--- config.mk ---
export PLATFORM = sky130hd
export DESIGN_NAME = gcm_phase_merger
export DESIGN_NICKNAME = d
export VERILOG_FILES = /design/src/rtl/gcm_phase_merger_pkg.sv /design/src/rtl/gcm_phase_merger_sync_fifo.sv /design/src/rtl/gcm_phase_merger.sv
export SDC_FILE = /design/constraint.sdc
export NUM_CORES = 1
export LEC_CHECK = 0
export BUFFER_PORTS_ARGS = -buffer_cell sky130_fd_sc_hd__buf_2
export CAP_MARGIN = 20
export CELL_PAD_IN_SITES_DETAIL_PLACEMENT = 0
export CELL_PAD_IN_SITES_GLOBAL_PLACEMENT = 1
export CORE_AREA = 2 2 386 388
export CTS_BUF_LIST = sky130_fd_sc_hd__clkbuf_4 sky130_fd_sc_hd__clkbuf_8
export CTS_CLUSTER_DIAMETER = 30
export CTS_CLUSTER_SIZE = 28
export DETAILED_ROUTE_END_ITERATION = 8
export DIE_AREA = 0 0 388 390
export GPL_TIMING_DRIVEN = 1
export PLACE_DENSITY_LB_ADDON = 0.05
export SLEW_MARGIN = 5
export SYNTH_ARGS = -nofsm -noshare
export SYNTH_HDL_FRONTEND = slang
export SYNTH_SLANG_ARGS = --single-unit
--- constraint.sdc ---
create_clock -name clk -period 16.44 [get_ports clk]
set_clock_uncertainty 0.15 [all_clocks]
set_input_delay 4.11 -clock clk [delete_from_list [all_inputs] [get_ports clk]]
set_output_delay 4.11 -clock clk [all_outputs]
set_load 0.05 [all_outputs]
--- src/rtl/gcm_phase_merger_pkg.sv ---
// Shared phase encodings and sequence-tracking states for the GCM phase merger.
package gcm_phase_pkg;

  localparam logic [3:0] PKT_FIRST_WORD  = 4'd1;
  localparam logic [3:0] PKT_SECOND_WORD = 4'd2;
  localparam logic [3:0] PKT_INNER_WORD  = 4'd4;

  typedef enum logic [1:0] {
    IDLE,
    EXP_SECOND,
    EXP_INNER
  } seq_state_t;

endpackage

--- src/rtl/gcm_phase_merger_sync_fifo.sv ---
// Show-ahead synchronous FIFO; head entry is visible whenever o_empty is low.
module gcm_sync_fifo #(
  parameter int WIDTH = 8,
  parameter int DEPTH = 4
) (
  input  logic             clk,
  input  logic             rst_n,
  input  logic             i_push,
  input  logic [WIDTH-1:0] i_wdata,
  input  logic             i_pop,
  output logic [WIDTH-1:0] o_rdata,
  output logic             o_full,
  output logic             o_empty
);

  localparam int AW = $clog2(DEPTH);
  localparam int CW = AW + 1;

  logic [WIDTH-1:0] r_mem [DEPTH];
  logic [AW-1:0]    r_wr_ptr;
  logic [AW-1:0]    r_rd_ptr;
  logic [CW-1:0]    r_count;
  logic             w_do_push;
  logic             w_do_pop;

  assign o_full    = (r_count == CW'(DEPTH));
  assign o_empty   = (r_count == '0);
  assign w_do_push = i_push && !o_full;
  assign w_do_pop  = i_pop && !o_empty;
  assign o_rdata   = r_mem[r_rd_ptr];

  always_ff @(posedge clk or negedge rst_n) begin
    if (!rst_n) begin
      r_wr_ptr <= '0;
      r_rd_ptr <= '0;
      r_count  <= '0;
    end else begin
      if (w_do_push) r_wr_ptr <= r_wr_ptr + AW'(1);
      if (w_do_pop)  r_rd_ptr <= r_rd_ptr + AW'(1);
      case ({w_do_push, w_do_pop})
        2'b10:   r_count <= r_count + CW'(1);
        2'b01:   r_count <= r_count - CW'(1);
        default: r_count <= r_count;
      endcase
    end
  end

  // Storage carries data only, so it is left out of reset; o_empty masks it.
  always_ff @(posedge clk) begin
    if (w_do_push) r_mem[r_wr_ptr] <= i_wdata;
  end

endmodule

--- src/rtl/gcm_phase_merger.sv ---
// Merges packet words with keystream by phase, checks phase ordering and
// queues {last, word_idx, cipher, text} entries for the GHASH/output stage.
module gcm_phase_merger
  import gcm_phase_pkg::*;
#(
  parameter int TEXT_W = 289,
  parameter int KS_W   = 256,
  parameter int KEEP_W = TEXT_W - KS_W / 2,
  parameter int DEPTH  = 4,
  parameter int CNT_W  = 16
) (
  input  logic                clk,
  input  logic                rst_n,
  input  logic [3:0]          i_state,
  input  logic                i_last,
  input  logic [TEXT_W-1:0]   i_text,
  input  logic [KS_W-1:0]     i_cipher,
  input  logic                i_valid,
  output logic                o_in_ready,
  output logic [TEXT_W-1:0]   o_text,
  output logic [KS_W/2-1:0]   o_cipher,
  output logic                o_last,
  output logic [CNT_W-1:0]    o_word_idx,
  output logic                o_valid,
  input  logic                i_out_ready,
  output logic                o_seq_err,
  output logic [CNT_W-1:0]    o_pkt_cnt
);

  localparam int HALF_W = KS_W / 2;
  localparam int ENT_W  = 1 + CNT_W + HALF_W + TEXT_W;

  if (KEEP_W != TEXT_W - KS_W / 2) begin : g_bad_keep
    $error("KEEP_W must equal TEXT_W - KS_W/2");
  end
  if ((KS_W % 2) != 0) begin : g_bad_ks
    $error("KS_W must be even");
  end
  if (DEPTH < 2 || (DEPTH & (DEPTH - 1)) != 0) begin : g_bad_depth
    $error("DEPTH must be a power of two and at least 2");
  end

  function automatic logic [TEXT_W-1:0] merge_text(input logic [3:0]        st,
                                                   input logic [TEXT_W-1:0] txt,
                                                   input logic [KS_W-1:0]   ks);
    if (st == PKT_FIRST_WORD) return txt;
    return {ks[KS_W-1:HALF_W], txt[KEEP_W-1:0]};
  endfunction

  function automatic logic [CNT_W-1:0] sat_inc(input logic [CNT_W-1:0] v);
    return (&v) ? v : v + CNT_W'(1);
  endfunction

  seq_state_t       r_state;
  seq_state_t       w_state_nxt;
  logic [CNT_W-1:0] r_idx;
  logic [CNT_W-1:0] w_push_idx;
  logic [CNT_W-1:0] r_pkt_cnt;
  logic             r_seq_err;
  logic             w_accept;
  logic             w_push;
  logic             w_first;
  logic             w_err;
  logic             w_full;
  logic             w_empty;
  logic [ENT_W-1:0] w_wdata;
  logic [ENT_W-1:0] w_head;

  assign o_in_ready = !w_full;
  assign w_accept   = i_valid && o_in_ready;

  always_comb begin
    w_state_nxt = r_state;
    w_push      = 1'b0;
    w_push_idx  = '0;
    w_first     = 1'b0;
    w_err       = 1'b0;
    if (w_accept) begin
      case (i_state)
        PKT_FIRST_WORD: begin
          // A FIRST inside an open packet aborts it and starts a new one.
          w_push      = 1'b1;
          w_first     = 1'b1;
          w_err       = (r_state != IDLE);
          w_state_nxt = i_last ? IDLE : EXP_SECOND;
        end
        PKT_SECOND_WORD: begin
          if (r_state == EXP_SECOND) begin
            w_push      = 1'b1;
            w_push_idx  = sat_inc(r_idx);
            w_state_nxt = i_last ? IDLE : EXP_INNER;
          end else begin
            w_err = 1'b1;
          end
        end
        PKT_INNER_WORD: begin
          if (r_state == EXP_INNER) begin
            w_push      = 1'b1;
            w_push_idx  = sat_inc(r_idx);
            w_state_nxt = i_last ? IDLE : EXP_INNER;
          end else begin
            w_err = 1'b1;
          end
        end
        default: w_err = 1'b1;
      endcase
    end
  end

  always_ff @(posedge clk or negedge rst_n) begin
    if (!rst_n) begin
      r_state   <= IDLE;
      r_idx     <= '0;
      r_pkt_cnt <= '0;
      r_seq_err <= 1'b0;
    end else begin
      r_state   <= w_state_nxt;
      r_seq_err <= w_err;
      if (w_push)  r_idx     <= w_push_idx;
      if (w_first) r_pkt_cnt <= r_pkt_cnt + CNT_W'(1);
    end
  end

  assign w_wdata = {i_last, w_push_idx, i_cipher[HALF_W-1:0],
                    merge_text(i_state, i_text, i_cipher)};

  gcm_sync_fifo #(
    .WIDTH (ENT_W),
    .DEPTH (DEPTH)
  ) u_fifo (
    .clk     (clk),
    .rst_n   (rst_n),
    .i_push  (w_push),
    .i_wdata (w_wdata),
    .i_pop   (i_out_ready),
    .o_rdata (w_head),
    .o_full  (w_full),
    .o_empty (w_empty)
  );

  assign o_valid    = !w_empty;
  assign o_text     = w_empty ? '0 : w_head[TEXT_W-1:0];
  assign o_cipher   = w_empty ? '0 : w_head[TEXT_W +: HALF_W];
  assign o_word_idx = w_empty ? '0 : w_head[TEXT_W+HALF_W +: CNT_W];
  assign o_last     = w_empty ? 1'b0 : w_head[ENT_W-1];
  assign o_seq_err  = r_seq_err;
  assign o_pkt_cnt  = r_pkt_cnt;

endmodule
# == Word level (Yosys, flattened, before mapping) ==
# Memories as Yosys holds them, arrays and structs flattened.
# Index checks and enable logic that the tools add are counted.
# totals
ramBits,1736
regBits,42
mem_count,1
# memory_table
name,words,width,read_ports,rd_clocked_by_memory_dff,write_ports,line,rtl
u_fifo.r_mem,4,434,1,0,1,gcm_phase_merger_sync_fifo.sv:19,logic [WIDTH-1:0] r_mem [DEPTH];
# op_classes
n_mux,29
n_eq_ne,10
add_sub_neg,6
n_reduce_logical,11
# ops
op,n
289-bit two-way mux,3
128-bit two-way mux,1
16-bit two-way mux,5
"16-bit by 1-bit adder with 16-bit output, second input constant",2
16-bit one-hot mux with 2 select lines,1
16-bit AND reduction,1
1-bit two-way mux,12
2-bit two-way mux,3
1-bit one-hot mux with 3 select lines,2
2-bit one-hot mux with 3 select lines,1
3-bit one-hot mux with 2 select lines,1
"2-bit by 1-bit adder with 2-bit output, second input constant",2
"2-bit by 1-bit equality test with 1-bit output, second input constant",2
"2-bit equality test, second input constant",2
"4-bit by 1-bit equality test with 1-bit output, second input constant",1
"4-bit by 2-bit equality test with 1-bit output, second input constant",1
"4-bit by 3-bit equality test with 1-bit output, second input constant",1
"2-bit != test, second input constant",2
4-bit AND reduction,1
2-bit nonzero test,2
"3-bit by 1-bit adder with 3-bit output, second input constant",1
"3-bit equality test, second input constant",1
1-bit logical AND,3
3-bit zero test,1
other kinds (3),4

# == Depth between registers and ports, before layout ==
# Gate-level depths: netlist of the first run.
# depth
word_depth,7
depth_mapped,12
depth_no_buf,11

# == Cells and area by module ==
# From an unflattened synthesis of the first run, not the netlist that was laid out.
# unflattened
cells_unflattened,3444
area_unflattened_um2,69532.9
# by_module_without_submodules
module,area_per_inst_um2,n_inst,cells_each
gcm_sync_fifo,62884.1,1,2305
gcm_phase_merger,6648.9,1,1139

# == Worst setup path after synthesis of the first run ==
# OpenSTA, ideal clock, no wires.
# synth_timing
path_kind,input port to flip-flop
start,in i_state[2]
end,"mem u_fifo.r_mem[0][0] (netlist bit), enable pin"
cell_stages,5
n_path_buf,0
arrival_time_ns,14.742
t_required_ns,15.434
setup_slack_ns,0.692
cell_sequence,nand4bb_1 > a211oi_1 > nand2_1 > nand2_2 > and2_1
# synth_via
elab_chain_len,6
# synth_rtl
element,line,rtl
from (decl),gcm_phase_merger.sv:14,"input logic [3:0] i_state,"
"4-bit by 3-bit equality test with 1-bit output, or another cell as far along",gcm_phase_merger.sv:79,case (i_state)
1-bit one-hot mux with 3 select lines *,gcm_phase_merger.sv:79,
1-bit two-way mux *,gcm_phase_merger.sv:78,if (w_accept) begin
1-bit logical AND *,gcm_phase_merger_sync_fifo.sv:28,assign w_do_push = i_push && !o_full;
1-bit two-way mux *,gcm_phase_merger_sync_fifo.sv:50,if (w_do_push) r_mem[r_wr_ptr] <= i_wdata;
1-bit two-way mux (not written as such) *,gcm_phase_merger_sync_fifo.sv:50,
to (decl),gcm_phase_merger_sync_fifo.sv:19,
# Every way passes the cells marked *; elsewhere a longest branch is shown, timed or not.

# == Worst setup path in the final report of the first run ==
# layout_timing
start,reg u_fifo.r_rd_ptr[0]
end,out o_text[32]
# layout_via
elab_chain_len,2
# layout_rtl
element,line,rtl
from (decl),gcm_phase_merger_sync_fifo.sv:21,logic [AW-1:0] r_rd_ptr;
from (signal assigned),gcm_phase_merger_sync_fifo.sv:39,if (w_do_pop) r_rd_ptr <= r_rd_ptr + AW'(1);
memory read 4 x 434 bit,-,
289-bit two-way mux,gcm_phase_merger.sv:142,assign o_text = w_empty ? '0 : w_head[TEXT_W-1:0];
to (decl),gcm_phase_merger.sv:20,"output logic [TEXT_W-1:0] o_text,"
# Every way passes these cells.

==> run metrics, run 1 <==
status complete, no violations; router iterations before antenna repair 5; grt ovf 0; CP max FO 44; die height 390 um; clock sinks 1778; Synth async-reset ratio 2.36%; Fin Setup TNS 0 ps; Final nets 4963; Max IR drop VDD 0.160 mV; Worst Hold End o_pkt_cnt[15]; Max Slew Vio Count 0; Post-synth top flop edfxtp_1; startpoint types flop; Slew headroom 24.5%; initial antenna violation count 70; Reg-to-Reg End u_fifo.r_mem[3][336]; clk buf depth 4; postcts setup bufs 0; H-tree Lvls 5; mapped cell area 69100 sq um; arrival time worst endpoint 4700 ps; met2 usage 38.6%; hold path start o_pkt_cnt[15]; largest net degree at the start of global routing 163; I/O pin total 1007; sequential-to-total area share from yosys stat 77.0%; Post-DP HPWL 109000 um; GR Layer Usage met1 27.5%; unrepaired setup endpoints after global routing no; busiest layer in global routing met2; R2R cell count 7; syn_nets 3696; Synth cell types 46; drt via density 5.30; Post-synth top cells 1736 x edfxtp_1, 441 x and2_1, 434 x mux4_2, 129 x mux2_2, 81 x clkbuf_1; Vias 35400; Skew-Pair Late Insertion Delay 960 ps; clk slew on worst S/H paths 50 ps; TritonCTS Buffers 388; EDFF count, synth 1736; wire per inst 26.2 um; nature of the critical path endpoint primary output; power density over the cells 197 nW/um^2; DIE WIDTH 388 um; final setup fails 0; top cell type's share of synthesized area 75.4%; Setup WS pre-CTS 7190 ps; worst slew pin tran 1130 ps; Req. time, crit path 12180 ps; total track usage 22.7%; final hold vios 0; maxcap violations 0; core area 147000 sq um; Hold Crit Class flop to flop; #FFs+latches synth 1778; CTS tree done; met3 usage 6.48%; period utilization 54.5%; final worst slack 7480 ps; hold path depth 1; layout cell share with drive strength beyond 1 48.4%; Initial Util 47.0%; Synth Area per Inst 22.0 sq um; Post-DP Area 76300 sq um; R2R setup slack 10960 ps; # hold bufs at CTS 0; IO Port Bufs 1006; GPL Wtd Cong 0.767; multi-input logic area 15200 sq um; Die ar. 151000 sq um; minimum clock period 8960 ps; vias in the first global route 37200; first-pass GRT wire length 249000 um; Post-Syn Instances 3134; worst r2r src r_state[1]; post_cts resized 0; Max Freq 0.112 GHz; Setup CP Type flop to primary output; flip-flop and latch area 53200 sq um; Synth warnings 0; Leak 29.7 nW; number of DRC markers in iteration 0 2007; Area Overhead vs Synth 23.4%; Synth area leader edfxtp_1; row count 141; largest cells by area after synthesis edfxtp_1 75%, mux4_2 14%, and2_1 4.0%; DRT antenna net count 0; drt total wl 175000 um; Layout fillers 11400; root buffer cell clkbuf_8; DRC viols 0; cell with the most instances after synthesis edfxtp_1; design area 85300 sq um
==> metal layers <==
layer	wire length, um	part of all wire [%]	vias up
met5	101	0.058	-
met4	5410	3.1	14
met3	11900	6.8	355
met2	90700	52	1249
met1	66600	38	18300
li1	-	-	15500
==> worst max path at each step <==
stage                     cells past startpoint                    to                from
after global routing                          5            o_text[32]  u_fifo.r_rd_ptr[0]
final                                         5            o_text[32]  u_fifo.r_rd_ptr[0]
after global placement                        8  u_fifo.r_mem[3][279]          i_state[2]
after CTS                                     5           o_text[274]   u_fifo.r_count[2]
after floorplan                               5    u_fifo.r_mem[0][0]          i_state[2]
after detailed placement                      8  u_fifo.r_mem[3][287]          i_state[2]
==> cell usage in the layout (no fill, tap or decap), drive strengths merged, types with 3 or more instances in the layout <==
| cell | instances |
|---|---|
| mux2 | 130 |
| nand2 | 24 |
| bufinv | 66 |
| inv | 27 |
| clkbuf | 436 |
| and2 | 441 |
| edfxtp | 1736 |
| dfrtp | 42 |
| and4 | 3 |
| xnor2 | 25 |
| nand3 | 10 |
| mux4 | 434 |
| ha | 7 |
| a21o | 4 |
| xor2 | 6 |
| nand4 | 9 |
| clkinvlp | 47 |
| clkinv | 130 |
| nor4 | 3 |
| a31oi | 5 |
| buf | 1047 |
| nor2 | 25 |
| and3 | 7 |
| nor3 | 6 |
| o21ai | 11 |
| diode | 30 |
| a21oi | 9 |
==> registers in the layout (all words and copies together), names as in the netlist <==
register         cells
o_pkt_cnt           16
r_idx               16
u_fifo.r_wr_ptr      2
o_seq_err            1
u_fifo.r_rd_ptr      2
r_state              2
u_fifo.r_mem      1736
u_fifo.r_count       3
==> final cells by class <==
| class | instances | area share [%] |
|---|---|---|
| multi-input combinational | 1178 | 17.8 |
| clock buffer | 436 | 6.74 |
| timing repair buffer | 1047 | 6.43 |
| sequential | 1778 | 62.4 |
| antenna | 30 | 0.0880 |
| tap | 1930 | 2.83 |
| inverter | 8 | 0.0352 |
| clock inverter | 262 | 3.71 |
==> where the power goes <==
part	internal, mW	switching, mW	leakage [nW]
Clock	3.42	2.02	4.46
Combinational	1.85	4.34	9.05
Sequential	5.10	0.0885	16.2
==> through the flow <==
stage	hold WS (ps)	instances	total power, mW	utilization, %
5_1_grt	335	6656	17.4	57.9
3_3_place_gp	307	5940	11.6	51.8
3_5_place_dp	311	5940	11.6	51.8
2_1_floorplan	327	3134	9.91	-
4_1_cts	318	6638	17.0	57.9
6_report	321	6669	16.8	58.0
==> kinds of logic after synthesis <==
logic type                 count (synthesis)  synth area share (%)
AOI/OAI and AO/OA                         39                 0.353
xor gates and xnor gates                  31                 0.393
adders and majority gates                  8                 0.156
buffers and inverters                    178                  1.10
DFF                                     1778                  77.0
muxes                                    566                  16.3
and+or+nand+nor                          534                  4.74
==> worst max-delay path: stages, from the launching register on <==
cell,delay (ps)
dfrtp_4,930
buf_4,840
buf_4,810
mux4_2,600
and2_1,190
buf_2,210
No activity file was read; power rests on OpenSTA's default activity.
==> run 2: changes to the inputs <==
ABC_AREA = 1   (was default)
CORE_AREA = default   (was 2 2 386 388)
CORE_MARGIN = 2   (was default)
CORE_UTILIZATION = 48   (was default)
DIE_AREA = default   (was 0 0 388 390)
clock period = 8.33 ns   (was 16.44 ns; I/O delays follow)
==> run metrics, run 2 <==
status complete, no violations; Slew headroom 18.8% (-5.7 points); IO Port Bufs 1006 (unchanged); drt total wl 202000 um (+15%); minimum clock period 6520 ps; arrival time worst endpoint 4290 ps (-410 ps); Final nets 7562 (+52%); Skew-Pair Late Insertion Delay 960 ps (about the same); I/O pin total 1007 (unchanged); final worst slack 1810 ps (-5670 ps); TritonCTS Buffers 376 (-3.1%); power density over the cells 424 nW/um^2 (+110%); layout cell share with drive strength beyond 1 23.5% (-25 points); post-route non-filler standard cell count 9250 (+39%); Setup CP Type flop to primary output; most frequent cells in the layout 1778 x nor2_1, 1736 x edfxtp_1, 1006 x buf_2, 532 x o21ai_0, 525 x nand2_1; largest cells by area after synthesis edfxtp_1 73%, nor2_1 9.4%, o21ai_0 3.7%; Final Power 36.5 mW (+120%); number of DRC markers in iteration 0 3200 (+59%); clk buf depth 4 (unchanged); Post-DP Area 77600 sq um (+1.7%); core area 147000 sq um (+0.24%); Largest Register u_fifo.r_mem; row count 141 (unchanged); wire per inst 21.8 um (-17%); Leak 31.6 nW (+6.5%); Req. time, crit path 6100 ps (-6080 ps); design area 86200 sq um (+1.1%); cell with the most instances after synthesis nor2_1; Post-synth top flop edfxtp_1; unrepaired setup endpoints after global routing no; H-tree Lvls 5 (unchanged); EDFF count, synth 1736 (unchanged); Synth cell types 27 (-41%); Area Overhead vs Synth 21.2%; Synth Area per Inst 12.0 sq um (-46%); Post-Syn Instances 5930 (+89%); drt via density 5.26 (-0.88%); Setup WS pre-CTS 2670 ps (-4520 ps); placed cell count 8551 (+44%); Max Slew Vio Count 0 (unchanged); root buffer cell clkbuf_8; #FFs+latches synth 1778 (unchanged); period utilization 78.3%; most common cell after layout, fill and taps aside nor2_1; number of flip-flops in the largest register 1736 (unchanged); Initial Util 48.2% (+1.3 points); Post-DP HPWL 119000 um (+8.4%); maxcap violations 0 (unchanged); Post-synth top cells 1785 x nor2_1, 1736 x edfxtp_1, 532 x o21ai_0, 526 x nand2_1, 436 x a21oi_1; initial antenna violation count 75 (+7.1%); largest net degree at the start of global routing 188 (+15%); # hold bufs at CTS 0 (unchanged); CTS tree done; DRC viols 0 (unchanged); nature of the critical path endpoint primary output; grt ovf 0 (unchanged); top cell type's share of synthesized area 73.3% (-2.2 points); Max IR drop VDD 0.354 mV (+120%); syn_nets 6492 (+76%); final hold slack 355 ps (+34.9 ps); Synth area leader edfxtp_1; final hold vios 0 (unchanged); first-pass GRT wire length 292000 um (+17%); Synth async-reset ratio 2.36% (unchanged); GPL Wtd Cong 0.811 (+5.7%); final setup fails 0 (unchanged); worst slew pin tran 1220 ps (+84.9 ps); Hold Crit Class flop to flop; Synth warnings 0 (unchanged); sequential-to-total area share from yosys stat 74.7% (-2.2 points); postcts setup bufs 0 (unchanged); DRT antenna net count 0 (unchanged); router iterations before antenna repair 5 (unchanged); mapped cell area 71100 sq um (+3.0%); clk slew on worst S/H paths 50 ps (about the same); CP max FO 167 (+280%); vias in the first global route 45800 (+23%); Vias 48600 (+37%); post_cts resized 0 (unchanged); Max Freq 0.153 GHz; total track usage 25.8% (+3.1 points); startpoint types flop; Die ar. 151000 sq um (about the same); die height 389 um (-0.26%); clock sinks 1778 (unchanged); DIE WIDTH 389 um (+0.26%)
[run 2: cell count changes after synthesis, moves of 345 or more]
cell	previous run	this run
o21ai_1	4	349
nor2_1	24	1785
and2_1	441	0
o21ai_0	7	532
mux4_2	434	0
a21oi_1	9	436
nand2_1	23	526
[run 2: area by class of cell]
type,instances,area [sq um]
Antenna cell,27,67.6
Clock buffer,436,5680
Clock inverter,235,2850
Fill cell,12300,61300
Inverter,70,298
Multi-Input combinational cell,3712,15900
Sequential cell,1778,53200
Tap cell,1930,2410
Timing Repair Buffer,1062,5780
[run 2: worst max-delay path, cell delays in order (launching register included)]
cell	delay [ps]
dfrtp_4	760
buf_12	420
buf_12	530
nor2_1	120
nor2_1	110
o21ai_0	100
a21oi_1	320
buf_2	330
[run 2: worst paths after layout]
check	endpoint	cells after the start	startpoint	slack, ps
min in group asynchronous	o_pkt_cnt[7]	2	rst_n	1050
worst max-delay path	o_cipher[1]	7	u_fifo.r_rd_ptr[0]	1810
worst max register to register	u_fifo.r_mem[3][392]	10	r_state[0]	4810
worst min-delay path	u_fifo.r_count[0]	1	u_fifo.r_count[0]	360
worst min register to register	u_fifo.r_count[0]	1	u_fifo.r_count[0]	360
max in group asynchronous	r_idx[12]	2	rst_n	6480
[run 2: stage by stage]
stage	utilization [%]	TNS [ps]
3_3_place_gp	52.6	0
2_1_floorplan	-	-2314460
4_1_cts	58.4	0
5_1_grt	58.4	0
6_report	58.5	0
3_5_place_dp	52.6	0
[run 2: logic make-up after synthesis]
| group | after synthesis | share of synthesized area, % |
|---|---|---|
| xor gates and xnor gates | 10 | 0.123 |
| buffers and inverters | 440 | 2.95 |
| AOI/OAI and AO/OA | 1318 | 9.27 |
| and+or+nand+nor | 2376 | 12.8 |
| DFF | 1778 | 74.7 |
| adders and majority gates | 8 | 0.151 |
[run 2: layer usage]
| layer | share of wire, % | GRT usage (%) | routed length (um) | vias up |
|---|---|---|---|---|
| met3 | 7.2 | 6.77 | 14600 | 416 |
| met4 | 3.7 | 10.5 | 7550 | 32 |
| met1 | 41 | 33.0 | 81700 | 23600 |
| met2 | 48 | 42.0 | 97500 | 1552 |
| met5 | 0.11 | 0 | 214 | - |
| li1 | - | - | - | 23000 |
[run 2: report_power, final]
group | total (mW) | internal [mW] | switching, mW
clock | 10.4 | 6.49 | 3.89
sequential | 10.2 | 10.1 | 0.146
combinational | 15.9 | 3.28 | 12.6
